`src/rtl/mem_bus_arbiter_pkg.sv`:
```
// Shared types and helpers for the instruction/data memory bus arbiter.
package mem_bus_arbiter_pkg;

    // Arbiter sequencing: pick an owner, present the address, wait for the response
    typedef enum logic [1:0] {
        ARB_IDLE = 2'd0,
        ARB_ADDR = 2'd1,
        ARB_DATA = 2'd2
    } arb_state_e;

    // Which pipeline port currently holds the memory bus
    typedef enum logic {
        OWN_INST = 1'b0,
        OWN_DATA = 1'b1
    } owner_e;

    localparam logic [3:0] WEN_READ  = 4'b0000;
    localparam logic [3:0] WSTRB_ALL = 4'b1111;

    // Reads fetch the whole word; writes only touch the enabled byte lanes
    function automatic logic [3:0] strobesFor(input logic [3:0] wen);
        return (wen == WEN_READ) ? WSTRB_ALL : wen;
    endfunction

endpackage

```
`src/rtl/mem_bus_arbiter_arb2_sel.sv`:
```
// Two-way grant selector between the fetch port and the data port.
module arb2_sel
    import mem_bus_arbiter_pkg::*;
#(
    parameter bit DATA_PRIO = 1'b1
) (
    input  logic   instElig_i,
    input  logic   dataElig_i,
    input  owner_e lastOwner_i,
    output owner_e grant_o
);

    // Resolve the winner; with nobody eligible the caller ignores the result
    always_comb begin
        grant_o = OWN_INST;
        if (instElig_i && dataElig_i) begin
            if (DATA_PRIO) begin
                grant_o = OWN_DATA;
            end else begin
                grant_o = (lastOwner_i == OWN_INST) ? OWN_DATA : OWN_INST;
            end
        end else if (dataElig_i) begin
            grant_o = OWN_DATA;
        end
    end

endmodule

```
`src/rtl/mem_bus_arbiter.sv`:
```
// Shares one SRAM-like memory port between instruction fetch and data access,
// one outstanding transaction at a time, with flush-driven fetch discard.
module mem_bus_arbiter
    import mem_bus_arbiter_pkg::*;
#(
    parameter int ADDR_W    = 32,
    parameter int DATA_W    = 32,
    parameter bit DATA_PRIO = 1'b1
) (
    input  logic              clk,
    input  logic              rst,
    input  logic              i_req,
    input  logic [ADDR_W-1:0] i_addr,
    output logic [DATA_W-1:0] i_rdata,
    output logic              i_ok,
    output logic              i_stall,
    input  logic              d_req,
    input  logic [3:0]        d_wen,
    input  logic [ADDR_W-1:0] d_addr,
    input  logic [DATA_W-1:0] d_wdata,
    output logic [DATA_W-1:0] d_rdata,
    output logic              d_ok,
    output logic              d_stall,
    input  logic              flush,
    output logic              m_req,
    output logic              m_wr,
    output logic [3:0]        m_wstrb,
    output logic [ADDR_W-1:0] m_addr,
    output logic [DATA_W-1:0] m_wdata,
    input  logic              m_addr_ok,
    input  logic              m_data_ok,
    input  logic [DATA_W-1:0] m_rdata
);

    // The fetch port never writes
    localparam logic [3:0] FETCH_WEN = WEN_READ;

    arb_state_e        state_q;
    owner_e            owner_q;
    owner_e            lastOwner_q;
    logic              discard_q;
    logic              mReq_q;
    logic              mWr_q;
    logic [3:0]        mWstrb_q;
    logic [ADDR_W-1:0] mAddr_q;
    logic [DATA_W-1:0] mWdata_q;
    logic [DATA_W-1:0] iRdata_q;
    logic              iOk_q;
    logic [DATA_W-1:0] dRdata_q;
    logic              dOk_q;

    logic   instElig;
    logic   dataElig;
    owner_e grant;

    // A port retiring this cycle must not be granted again, and a flush kills fetch
    assign instElig = i_req & ~iOk_q & ~flush;
    assign dataElig = d_req & ~dOk_q;

    arb2_sel #(
        .DATA_PRIO(DATA_PRIO)
    ) u_sel (
        .instElig_i (instElig),
        .dataElig_i (dataElig),
        .lastOwner_i(lastOwner_q),
        .grant_o    (grant)
    );

    assign m_req   = mReq_q;
    assign m_wr    = mWr_q;
    assign m_wstrb = mWstrb_q;
    assign m_addr  = mAddr_q;
    assign m_wdata = mWdata_q;
    assign i_rdata = iRdata_q;
    assign i_ok    = iOk_q;
    assign d_rdata = dRdata_q;
    assign d_ok    = dOk_q;

    // Stalls are combinational so the hazard unit freezes stages in the same cycle
    assign i_stall = i_req & ~iOk_q;
    assign d_stall = d_req & ~dOk_q;

    // Arbitration FSM with latched request, discard tracking and registered responses
    always_ff @(posedge clk or negedge rst) begin
        if (!rst) begin
            state_q     <= ARB_IDLE;
            owner_q     <= OWN_INST;
            lastOwner_q <= OWN_INST;
            discard_q   <= 1'b0;
            mReq_q      <= 1'b0;
            mWr_q       <= 1'b0;
            mWstrb_q    <= '0;
            mAddr_q     <= '0;
            mWdata_q    <= '0;
            iRdata_q    <= '0;
            iOk_q       <= 1'b0;
            dRdata_q    <= '0;
            dOk_q       <= 1'b0;
        end else begin
            iOk_q <= 1'b0;
            dOk_q <= 1'b0;
            if (flush && owner_q == OWN_INST && state_q != ARB_IDLE) begin
                discard_q <= 1'b1;
            end
            case (state_q)
                ARB_IDLE: begin
                    if (instElig || dataElig) begin
                        owner_q     <= grant;
                        lastOwner_q <= grant;
                        mReq_q      <= 1'b1;
                        state_q     <= ARB_ADDR;
                        if (grant == OWN_DATA) begin
                            mAddr_q  <= d_addr;
                            mWdata_q <= d_wdata;
                            mWr_q    <= |d_wen;
                            mWstrb_q <= strobesFor(d_wen);
                        end else begin
                            mAddr_q  <= i_addr;
                            mWdata_q <= '0;
                            mWr_q    <= |FETCH_WEN;
                            mWstrb_q <= strobesFor(FETCH_WEN);
                        end
                    end
                end
                ARB_ADDR: begin
                    if (m_addr_ok) begin
                        mReq_q  <= 1'b0;
                        state_q <= ARB_DATA;
                    end
                end
                ARB_DATA: begin
                    if (m_data_ok) begin
                        state_q <= ARB_IDLE;
                        if (owner_q == OWN_DATA) begin
                            dRdata_q <= m_rdata;
                            dOk_q    <= 1'b1;
                        end else if (discard_q || flush) begin
                            discard_q <= 1'b0;
                        end else begin
                            iRdata_q <= m_rdata;
                            iOk_q    <= 1'b1;
                        end
                    end
                end
                default: begin
                    state_q <= ARB_IDLE;
                    mReq_q  <= 1'b0;
                end
            endcase
        end
    end

    // A response in the same cycle as address acceptance breaks the memory protocol
    addrDataSameCycle: assert property (@(posedge clk) disable iff (!rst)
        !(state_q == ARB_ADDR && m_addr_ok && m_data_ok));

endmodule
```
`config.mk`:
```
export PLATFORM = sky130hd
export DESIGN_NAME = mem_bus_arbiter
export DESIGN_NICKNAME = d
export VERILOG_FILES = /design/src/rtl/mem_bus_arbiter_pkg.sv /design/src/rtl/mem_bus_arbiter_arb2_sel.sv /design/src/rtl/mem_bus_arbiter.sv
export SDC_FILE = /design/constraint.sdc
export NUM_CORES = 1
export LEC_CHECK = 0
export ABC_AREA = 1
export CORE_AREA = 2 2 129 131
export DETAILED_ROUTE_END_ITERATION = 7
export DIE_AREA = 0 0 131 133
export PLACE_DENSITY = 0.77
export REMOVE_ABC_BUFFERS = 1
export SYNTH_ARGS = -nofsm -noshare
export SYNTH_HDL_FRONTEND = slang
export SYNTH_SLANG_ARGS = --single-unit
```
`constraint.sdc`:
```
create_clock -name clk -period 1.16 [get_ports clk]
set_input_delay 0.232 -clock clk [delete_from_list [all_inputs] [get_ports clk]]
set_output_delay 0.232 -clock clk [all_outputs]
set_load 0.1 [all_outputs]
```
==> flow_metrics.py <==
metrics = {
    "global_route": {
        "grt_pass1_vias": 7119,
        "grt_pass1_wl_um": 39200,
        "grt_max_degree": 37,
        "grt.overflow.total": 0,
        "grt.total_usage_pct": 30.2,
        "antenna_found_initial": 0,
    },
    "logic_synthesis": {
        "synthXorXnorAreaFrac_pct": 0,
        "synth-adder-area-share_pct": 0,
        "postSynthRegisterBits": 140,
        "avgSynthCellArea_um2": 8.68,
        "synth_compound_area_share_pct": 7.05,
        "synth_mux_area_share_pct": 0,
        "ys_warn_count": 0,
        "seq_area_frac_synth_pct": 58.6,
        "synth_cells": 689,
        "ys_types": 21,
        "synthesis.area_um2": 5980,
        "synth_top_family_by_area": "simple AND/OR/NAND/NOR gates",
        "synth-simple-area-share_pct": 26.3,
    },
    "cts": {
        "clk_latency_ps": 430,
        "cts_buffers": 17,
        "cts_sinks": 140,
        "cts_tree": "done",
        "htreeDepth": 4,
        "clk_path_buf_depth": 2,
        "cts_root_buf": "clkbuf_16",
        "clkSlewWorstSetupHoldPaths_ps": 80,
    },
    "floorplan": {
        "die_h_um": 133,
        "design.portCount": 277,
        "start_util_pct": 37.0,
        "dieArea_um2": 17400,
        "fp.dieW_um": 131,
        "num_rows": 47,
        "fp.coreArea_um2": 16200,
    },
    "sta": {
        "setup_viol": 276,
        "tightest_slew_ps": 268,
        "slew_violations": 0,
        "setup_slack_ps": -391,
        "rsz0062_at_grt": "true",
        "clock.fmax_mhz": 645,
        "post-route-min-period_ps": 1550,
        "fin_crit_sh_pct": 134,
        "hold_viol": 0,
        "fin_skew_ps": 18.6,
        "max_slew_margin_pct": 82.1,
    },
    "placement": {
        "dp_hpwl_um": 14100,
        "gp_congestion": 0.785,
        "port-buffer-count": 276,
        "dp.cells": 1182,
        "placed_cell_area_um2": 10500,
    },
    "critical_path": {
        "cp.arrival_ps": 1860,
        "crit_fanout": 7,
        "cp-start-kind": "flop",
        "required_ps": 1470,
        "end_kind": "flop",
        "critical_path_class": "flop to flop",
    },
    "drt": {
        "vias_per_cell": 5.21,
        "routed_wl_um": 33100,
        "drt-pass1-iter-count": 6,
        "vias": 7180,
        "antenna_left": 0,
        "drcViolationCount": 0,
        "drt_iter0_markers": 388,
        "wl_per_cell_um": 24.0,
    },
    "run": {
        "drv_cap": 0,
    },
    "finish": {
        "nNetsFinal": 1283,
        "final_cells": 1377,
        "fillCellCount": 578,
        "num_antenna_cells": 0,
        "areaGrowthSynthToFinish_pct": 141,
        "drive_above_1_share_pct": 59.9,
        "final_area_um2": 14400,
    },
    "run_status": {
        "status": "finished, violations left",
        "violations": "setup timing",
    },
    "hold_path": {
        "worstHoldPathType": "input port to async pin",
    },
}
==> layer usage <==
| layer | part of all wire [%] | track usage [%] | wire (um) | vias up |
|---|---|---|---|---|
| met5 | 0 | 0 | 0 | - |
| met4 | 5.5 | 10.0 | 1810 | 0 |
| li1 | - | - | - | 3055 |
| met2 | 52 | 53.9 | 17200 | 463 |
| met1 | 33 | 32.9 | 11000 | 3524 |
| met3 | 9.2 | 10.5 | 3050 | 138 |
==> what timing repair did <==
action,in CTS,in global routing
pin swaps,14,27
gates cloned,27,3
hold endpoints to repair,140,0
resized for setup,200,289
setup endpoints to repair,275,276
hold buffers,1,0
buffers inserted,58,82
==> area by class of cell <==
type	instances	area, um2	area share (%)
clock inverter	15	236	1.64
inverter	50	198	1.37
clock buffer	17	425	2.95
sequential	140	3590	24.9
multi-input combinational	465	3260	22.6
tap	220	275	1.91
timing repair buffer	470	6440	44.7
==> placed cells by master (no fill, tap or decap), types with 2 or more instances in the layout <==
| cell type | count |
|---|---|
| dfrtp_2 | 71 |
| clkinv_4 | 5 |
| a21oi_1 | 2 |
| inv_8 | 2 |
| o21ai_4 | 5 |
| buf_16 | 16 |
| buf_6 | 17 |
| nand2_2 | 72 |
| nor2_4 | 3 |
| inv_6 | 2 |
| inv_1 | 44 |
| clkdlybuf4s50_1 | 136 |
| dfrtp_1 | 69 |
| clkinvlp_4 | 2 |
| nand2_4 | 96 |
| o21ai_2 | 59 |
| bufinv_16 | 5 |
| o21ai_1 | 2 |
| inv_2 | 4 |
| nand2_8 | 7 |
| nor2_1 | 4 |
| buf_4 | 126 |
| nand3_1 | 34 |
| clkbuf_16 | 20 |
| nand2_1 | 169 |
| buf_12 | 168 |
| nand3_2 | 8 |
==> synthesized netlist by cell type, drive strengths merged <==
cell type	n	area (um2)
nand2	341	1300
dfrtp	140	3500
o21ai	66	405
inv	50	188
nand3	42	215
buf	35	283
nor2	8	45.0
a21oi	2	10.0
clkbuf	2	8.75
nand3b	1	7.51
nor3	1	5.00
o22ai	1	6.26
==> worst max-delay path: stages (launching register included) <==
cell and delay [ps]:
dfrtp_1 410, buf_6 130, nand3b_1 250, nand2_8 160, buf_12 110, nand2_8 70, buf_12 160, nand2_2 60
nand2_2 80
==> kinds of logic (layout without fill, tap and decap cells) <==
logic type / after synthesis / after routing
flip-flops: 140 / 140
buffers and inverters: 87 / 552
AND/OR/NAND/NOR: 393 / 396
AO/OA/AOI/OAI: 69 / 69
==> path summary, 6_finish.rpt <==
path / from / to / slack (ps) / depth (start not counted)
min: rst / d_rdata[6] / 230 / 2
min in group clk: d_wdata[9] / m_wdata[9] / 360 / 3
max in group asynchronous: rst / d_rdata[11] / 390 / 3
max: i_ok / m_addr[17] / -390 / 8
max reg2reg: i_ok / m_addr[17] / -390 / 8
min reg2reg: m_addr[9] / m_addr[9] / 540 / 2
==> state kept, by name, summed over array words and instances, names as in the netlist <==
name	count
m_wr	1
d_ok	1
i_rdata	32
owner_q	1
m_req	1
d_rdata	32
state_q	2
m_wstrb	4
m_addr	32
i_ok	1
m_wdata	32
discard_q	1
==> through the flow <==
step | TNS [ps] | setup WS (ps) | hold slack, ps | util (%)
after global placement | -49130 | -433 | 107 | 64.9
after detailed placement | -53100 | -449 | 110 | 64.9
after global routing | -62810 | -399 | 238 | 89.2
after floorplan | -163980 | -1490 | -63.6 | -
after CTS | -44390 | -340 | 224 | 80.3
final | -56620 | -391 | 232 | 89.2
Power is left out: the tool's default activity adds up to more than one toggle a clock period on the data nets, which glitch-free logic cannot reach.
